--- src/rtl/k3_sched.sv ---
// ----------------------------------------------------------------------------
// k3_sched -- pass sequencer for the layer-3 kernel weight ROM reader.
//
// The sequencer walks the kernel index from 0 to NUM_KIND-1. For each index
// it runs these steps in order:
//   1. It lets the reader's base-address multiplier settle.
//   2. It waits for the convolution engine's grant.
//   3. It drives one unbroken KLEN-cycle k_ready burst.
// It also rebuilds the valid, tap and last strobes. These are aligned with
// the ROM output word, one register after k_ready.
//
// Optional feature macro: K3_SCHED_STALLCNT_EN
//   When this macro is defined, the block adds the stall_cnt output. It
//   counts WAIT_GNT cycles that have no grant, and saturates at 16'hFFFF.
//
// Ports:
//   clk_in      in   1   single clock
//   rst_n       in   1   asynchronous active-low reset
//   start       in   1   run start pulse, ignored while busy
//   abort       in   1   synchronous run cancel
//   conv_ready  in   1   engine can accept a full KLEN-tap burst
//   k_ready     out  1   reader enable/advance
//   k_ind       out  7   kernel index presented to the reader
//   w_valid     out  1   ROM output word valid
//   w_tap       out  6   tap number of the current ROM word
//   w_last      out  1   current ROM word is tap KLEN-1
//   busy        out  1   run in progress (through the done cycle)
//   done        out  1   one-cycle run-complete pulse
//   stall_cnt   out 16   grant stall cycles (K3_SCHED_STALLCNT_EN only)
//
// Handshake: conv_ready is a level grant. It is sampled only in WAIT_GNT.
// When it is sampled high there, the whole KLEN-cycle burst is committed.
// The burst is then never paused, because dropping k_ready would force the
// reader to reload its address.
// ----------------------------------------------------------------------------
module k3_sched #(
    parameter int NUM_KIND = 64,
    parameter int KLEN     = 36,
    parameter int MULT_LAT = 2
) (
    input  logic        clk_in,
    input  logic        rst_n,
    input  logic        start,
    input  logic        abort,
    input  logic        conv_ready,
    output logic        k_ready,
    output logic [6:0]  k_ind,
    output logic        w_valid,
    output logic [5:0]  w_tap,
    output logic        w_last,
    output logic        busy,
    output logic        done
`ifdef K3_SCHED_STALLCNT_EN
    ,
    output logic [15:0] stall_cnt
`endif
);

    localparam int TAP_W = (KLEN > 1) ? $clog2(KLEN) : 1;
    localparam int SET_W = (MULT_LAT > 0) ? $clog2(MULT_LAT + 1) : 1;

    localparam logic [TAP_W-1:0] TAP_LAST  = TAP_W'(KLEN - 1);
    localparam logic [SET_W-1:0] SET_LAST  = SET_W'(MULT_LAT);
    localparam logic [6:0]       KIND_LAST = 7'(NUM_KIND - 1);

    typedef enum logic [1:0] {
        ST_IDLE     = 2'd0,
        ST_SETTLE   = 2'd1,
        ST_WAIT_GNT = 2'd2,
        ST_STREAM   = 2'd3
    } state_t;

    state_t           state_q;
    logic [SET_W-1:0] settle_q;
    logic [TAP_W-1:0] tap_q;
    logic [6:0]       k_ind_q;
    logic             k_ready_q;
    logic             w_valid_q;
    logic [5:0]       w_tap_q;
    logic             w_last_q;
    logic             busy_q;
    logic             done_q;
`ifdef K3_SCHED_STALLCNT_EN
    logic [15:0]      stall_q;
`endif

    always_ff @(posedge clk_in or negedge rst_n) begin
        if (!rst_n) begin
            state_q   <= ST_IDLE;
            settle_q  <= '0;
            tap_q     <= '0;
            k_ind_q   <= '0;
            k_ready_q <= 1'b0;
            w_valid_q <= 1'b0;
            w_tap_q   <= '0;
            w_last_q  <= 1'b0;
            busy_q    <= 1'b0;
            done_q    <= 1'b0;
`ifdef K3_SCHED_STALLCNT_EN
            stall_q   <= '0;
`endif
        end else begin
            // The ROM-side strobes are one register behind the reader
            // controls. An aborted burst still delivers its in-flight word.
            w_valid_q <= k_ready_q;
            w_tap_q   <= 6'(tap_q);
            w_last_q  <= k_ready_q && (tap_q == TAP_LAST);
            done_q    <= 1'b0;

`ifdef K3_SCHED_STALLCNT_EN
            if ((state_q == ST_WAIT_GNT) && !conv_ready && (stall_q != 16'hFFFF)) begin
                stall_q <= stall_q + 16'd1;
            end
`endif

            if (abort) begin
                // k_ind deliberately holds its value here.
                state_q   <= ST_IDLE;
                settle_q  <= '0;
                tap_q     <= '0;
                k_ready_q <= 1'b0;
                busy_q    <= 1'b0;
            end else begin
                case (state_q)
                    ST_IDLE: begin
                        // busy_q is still high only in the done cycle.
                        // A start that arrives in that cycle is ignored.
                        busy_q <= 1'b0;
                        if (start && !busy_q) begin
                            k_ind_q  <= '0;
                            settle_q <= '0;
                            busy_q   <= 1'b1;
                            state_q  <= ST_SETTLE;
`ifdef K3_SCHED_STALLCNT_EN
                            stall_q  <= '0;
`endif
                        end
                    end

                    ST_SETTLE: begin
                        // The SETTLE state lasts MULT_LAT+1 cycles.
                        if (settle_q == SET_LAST) begin
                            settle_q <= '0;
                            state_q  <= ST_WAIT_GNT;
                        end else begin
                            settle_q <= settle_q + SET_W'(1);
                        end
                    end

                    ST_WAIT_GNT: begin
                        if (conv_ready) begin
                            tap_q     <= '0;
                            k_ready_q <= 1'b1;
                            state_q   <= ST_STREAM;
                        end
                    end

                    ST_STREAM: begin
                        if (tap_q == TAP_LAST) begin
                            tap_q     <= '0;
                            k_ready_q <= 1'b0;
                            if (k_ind_q == KIND_LAST) begin
                                // done lines up with the final w_valid/w_last.
                                done_q  <= 1'b1;
                                state_q <= ST_IDLE;
                            end else begin
                                k_ind_q <= k_ind_q + 7'd1;
                                state_q <= ST_SETTLE;
                            end
                        end else begin
                            tap_q <= tap_q + TAP_W'(1);
                        end
                    end

                    default: state_q <= ST_IDLE;
                endcase
            end
        end
    end

    assign k_ready = k_ready_q;
    assign k_ind   = k_ind_q;
    assign w_valid = w_valid_q;
    assign w_tap   = w_tap_q;
    assign w_last  = w_last_q;
    assign busy    = busy_q;
    assign done    = done_q;
`ifdef K3_SCHED_STALLCNT_EN
    assign stall_cnt = stall_q;
`endif

endmodule

--- config.mk ---
export PLATFORM = sky130hd
export DESIGN_NAME = k3_sched
export DESIGN_NICKNAME = d
export VERILOG_FILES = /design/src/rtl/k3_sched.sv
export SDC_FILE = /design/constraint.sdc
export NUM_CORES = 1
export LEC_CHECK = 0
export ABC_AREA = 1
export ABC_CLOCK_PERIOD_IN_PS = 2940
export CORE_MARGIN = 2
export CORE_UTILIZATION = 57
export CTS_BUF_LIST = sky130_fd_sc_hd__clkbuf_8
export CTS_CLUSTER_DIAMETER = 30
export CTS_CLUSTER_SIZE = 10
export DETAILED_ROUTE_END_ITERATION = 16
export PLACE_DENSITY_LB_ADDON = 0.08
export SETUP_SLACK_MARGIN = 0.4
export SLEW_MARGIN = 5
export SYNTH_ARGS = -nofsm -noshare
export SYNTH_HDL_FRONTEND = slang
export SYNTH_SLANG_ARGS = --single-unit
--- constraint.sdc ---
create_clock -name clk_in -period 2.94 [get_ports clk_in]
set_input_delay 0.441 -clock clk_in [delete_from_list [all_inputs] [get_ports clk_in]]
set_output_delay 0.441 -clock clk_in [all_outputs]
set_load 0.1 [all_outputs]
# Word-level counts from Yosys, hierarchy flattened
# Index checks and enable logic that the tools add are counted.
[totals] ff_bits=28 inputBits=5 output_inout_bits=18 word_cells=70
[classes] n_addsub=3 n_eq_ne=13 mux=30 n_bitwise=1 reduce_logical=13
[op_table] op="2-to-1 mux 7 bit" count=3
[op_table] op="2-to-1 mux 6 bit" count=3
[op_table] op="2-to-1 mux 2 bit" count=8
[op_table] op="case mux 7 bit (2 select lines)" count=1
[op_table] op="inequality test 3 bit, second input constant" count=4
[op_table] op="case mux 6 bit (2 select lines)" count=1
[op_table] op="2-to-1 mux 1 bit" count=11
[op_table] op="case mux 2 bit (4 select lines)" count=1
[op_table] op="adder 7 x 1 -> 7 bit, second input constant" count=1
[op_table] op="equality test 7 x 6 -> 1 bit, second input constant" count=1
[op_table] op="adder 6 x 1 -> 6 bit, second input constant" count=1
[op_table] op="equality test 2 bit, second input constant" count=3
[op_table] op="equality test 6 bit, second input constant" count=1
[op_table] op="inequality test 2 bit, second input constant" count=3
[op_table] op="nonzero test 3 bit" count=2
[op_table] op="AND reduction 5 bit" count=1
[op_table] op="case mux 2 bit (2 select lines)" count=1
[op_table] op="AND reduction 2 bit" count=2
[op_table] op="AND reduction 4 bit" count=1
[op_table] op="nonzero test 2 bit" count=2
[op_table] op="AND reduction 3 bit" count=1
[op_table] op="adder 2 x 1 -> 2 bit, second input constant" count=1
[op_table] op="equality test 2 x 1 -> 1 bit, second input constant" count=1
[op_table] op="logical AND 1 bit" count=2
[op_table] op="other kinds (4)" count=4

# Longest topological paths before layout
[depth] depth_word=5 ltp_mapped=10 ltp_nobuf=10

# Worst setup path before layout
# No wires, ideal clock.
[synth_path] path_kind="register to register" startpoint="reg k_ind_q[0] (netlist: k_ind[0])" endpoint="reg k_ind_q[6] (netlist: k_ind[6])" setup_time_ns=0.076 arrival_time_ns=2.022 t_required_ns=2.864 setup_slack_ns=0.842 path_stages_with_launch=9 n_path_buf=1 synth_period_minus_slack_ns=2.098 path_cell_list="dfrtp_1 -> ha_1 -> nand2_2 -> nor2_2 -> nand4_2 -> nand3_2 -> buf_6 -> nand2_1 -> o21ai_1"
[synth_between] elab_chain_len=4 elab_cells_between_ends=7 cone_classes="add/sub (1); eq/ne (2); mux (3); reduce/logical (1)"
[synth_rtl] element="start: declaration" line_no="76" source="logic [6:0] k_ind_q;"
[synth_rtl] element="start signal: assignment" line_no="167" source="k_ind_q <= k_ind_q + 7'd1;"
[synth_rtl] element="adder 7 x 1 -> 7 bit" line_no="167"
[synth_rtl] element="2-to-1 mux 7 bit" line_no="162" source="if (k_ind_q == KIND_LAST) begin"
[synth_rtl] element="2-to-1 mux 7 bit" line_no="159" source="if (tap_q == TAP_LAST) begin"
[synth_rtl] element="case mux 7 bit (2 select lines)" line_no="124" source="case (state_q)"
# Parallel ways exist; a longest one is shown, timed or not. The select of a mux whose other input is x is not followed.
# A chain may end at the register's enable or synchronous reset.

# Worst setup path after layout
[layout_path] startpoint="in abort" endpoint="reg k_ind_q[4] (netlist: k_ind[4])"
[layout_between] elab_chain_len=2
[layout_rtl] element="start: declaration" line_no="44" source="input logic abort,"
[layout_rtl] element="NOT 1 bit (no source line)"
[layout_rtl] element="AND reduction 5 bit (no source line)"
# Every way passes these cells.

==> metrics.cfg <==
[worst_setup_path]
cpPeakStageDelay_ns = 0.61
path_cells = clkdlybuf4s50_1 -> or2_1 -> nor2_1 -> nand3_2 -> nand2_1 -> o21ai_2
start_kind = input pin
cp_num_cells = 6
critPathKind = input pin to register
crit_arrival_ns = 2.02
required_ns = 3.10
slowest_stage = clkdlybuf4s50_1
end_kind = register
reg2regPathDepth = 7
cp_num_buf_inv = 1
crit_fanout = 14
cp_top_family = simple AND/OR/NAND/NOR gates

[clock_network]
post_cts_buffers = 0
clk_path_buf_depth = 2
cts_sinks = 28
cts_resized = 0
clock-root-buffer = clkbuf_8
insertion_delay_ns = 0.27
cts_buffers = 3
htree_num_levels = 1
cts_tree = yes
postCtsHoldBufs = 0
cts.clk_slew.worst_paths_ns = 0.09

[power_and_ir_drop]
irDropWorstVdd_uv = 666
total_leakage_power_nw = 0.844
power.density_mw_per_mm2 = 759

[synthesis]
yosys.area.top_type = dfrtp_1
synth_ff_type = dfrtp_1
synth_area_sq_mm = 0.00143
synthArstFlopShare_pct = 100
yosysSeqAreaShare_pct = 48.9
synth_area_leaders = dfrtp_1 49%, nand2_1 12%, ha_1 6.1%, inv_1 5.0%, nor2_1 4.7%
yosysMostFrequentCell = nand2_1
yosysWarnings = 0
syn_inst = 171
avgSynthCellArea_sq_um = 8.38
yosysUniqueCellTypes = 25
syn-num-nets = 183
synth-seq-cells = 28
synth_edf_count = 0
synthTopCellsByCount = 46 x nand2_1, 28 x dfrtp_1, 19 x inv_1
synth_top_area_share_pct = 48.9

[min_path]
hold_class = register to register
hold_depth = 0

[layout]
final_core_util_pct = 69.2
stdcell_area_sq_mm = 0.00168
drive_gt1_share_pct = 16.9
diodes = 0
fin_cells = 225
layout.nets = 208
syn_to_final_growth_pct = 17.6

[grt]
overflow = 0
grt_usage_pct = 21.1
antenna_found_initial = 0
grt_pass1_vias = 1036
grt_start_max_net_pins = 29
grt_pass1_wl_um = 4510

[floorplan]
start_util_pct = 58.9
io_pins = 23
chipHeight_um = 54.1
coreArea_sq_mm = 0.00243
dieArea_sq_mm = 0.00293
rows = 18
die_w_um = 54.1

[sta]
rsz0062_at_grt = false
final.setup.tns_ns = 0
clock.fmax_ghz = 0.536
worst_pin_slew_ns = 0.457
slew_violations = 0
hold_viol = 0
setup_viol = 0
max_slew_margin_pct = 69.5
period_minus_slack_ns = 1.86
fin_crit_sh_pct = 63.4
fin_worst_skew_ns = 0.000945

[run_status]
status = complete, no violations

[route]
drt-met1-wl_um = 1230
vias_per_cell = 5.19
routed_wl_um = 2730
drc = 0
wl_per_cell_um = 12.1
wl_met2_um = 1360
drtIter0Drc = 19
ant_nets = 0
wl_met3_um = 110
first_pass_iters = 5
dr.max_layer_used = met4
vias = 1167

[place]
gp_congestion = 0.812
portBuffers = 22
dp.cells = 221
place_area_sq_mm = 0.00163
dp_hpwl_um = 1970

[job]
cap_violations = 0

-- routing by layer --
metal	up-vias	track usage (%)
met2	28	37.6
li1	590	-
met1	545	26.4
met4	0	6.25
met3	4	2.78
met5	-	0
-- cells in the final DEF, fill, tap and decap left out --
cell | netlist | final
ha_1 | 7 | 7
or2_1 | 1 | 1
o21ai_2 | 3 | 3
o21ai_1 | 4 | 4
o21ai_0 | 8 | 8
nand3_1 | 13 | 13
nor2_2 | 1 | 1
nand2_2 | 2 | 2
clkbuf_8 | 0 | 4
nand2_1 | 46 | 46
clkdlybuf4s50_1 | 0 | 4
nand4_1 | 3 | 3
o21bai_1 | 1 | 1
or2_2 | 2 | 2
nand3_2 | 1 | 1
inv_1 | 19 | 19
a211oi_1 | 1 | 1
nand3b_1 | 3 | 3
nor3_1 | 1 | 1
dfrtp_1 | 28 | 28
nand4_2 | 1 | 1
buf_4 | 1 | 19
xor2_1 | 3 | 3
a21oi_1 | 2 | 2
nor2_1 | 18 | 18
-- final timing paths --
check                           startpoint  endpoint  slack [ns]
worst max-delay path                 abort  k_ind[4]        1.08
worst max register to register  state_q[1]  k_ind[4]        1.11
max in group asynchronous            rst_n  tap_q[0]        2.15
min in group asynchronous            rst_n  k_ind[3]        0.54
worst min register to register    tap_q[5]  w_tap[5]        0.44
worst min-delay path              tap_q[5]  w_tap[5]        0.44
-- kinds of logic (layout without fill, tap and decap cells) --
| logic type | count (synthesis) | after routing | synth area share, % |
|---|---|---|---|
| AOI/OAI and AO/OA | 19 | 19 | 7.77 |
| and+or+nand+nor | 92 | 92 | 28.7 |
| adders and majority gates | 7 | 7 | 6.11 |
| buffers and inverters | 22 | 46 | 6.64 |
| xor gates and xnor gates | 3 | 3 | 1.83 |
| DFF | 28 | 28 | 48.9 |
-- registers in the layout (all words and copies together) (netlist names) --
signal    cells
busy          1
done          1
k_ind         7
k_ready       1
settle_q      2
state_q       2
tap_q         6
w_last        1
w_tap         6
w_valid       1
-- power breakdown --
group | total (mW) | switching [mW] | internal (mW)
clock network | 0.230 | 0.110 | 0.120
registers | 0.485 | 0.0521 | 0.433
logic | 0.563 | 0.426 | 0.137
total | 1.28 | 0.589 | 0.689
-- layout make-up --
cell class,count,area (sq um)
sequential,28,701
fill,192,748
inverter,19,71.3
tap,30,37.5
multi-input combinational,121,637
clock buffer,4,55.1
timing repair buffer,23,183
-- metrics by stage --
stage | setup slack [ns] | power [mW] | hold slack (ns)
floorplan | 0.842 | 0.938 | 0.145
global route | 0.865 | 1.37 | 0.443
global placement | 0.898 | 1.04 | 0.400
CTS | 1.08 | 1.28 | 0.436
finish | 1.08 | 1.28 | 0.435
detailed placement | 0.820 | 1.05 | 0.413
(Power assumes the default switching activity.)
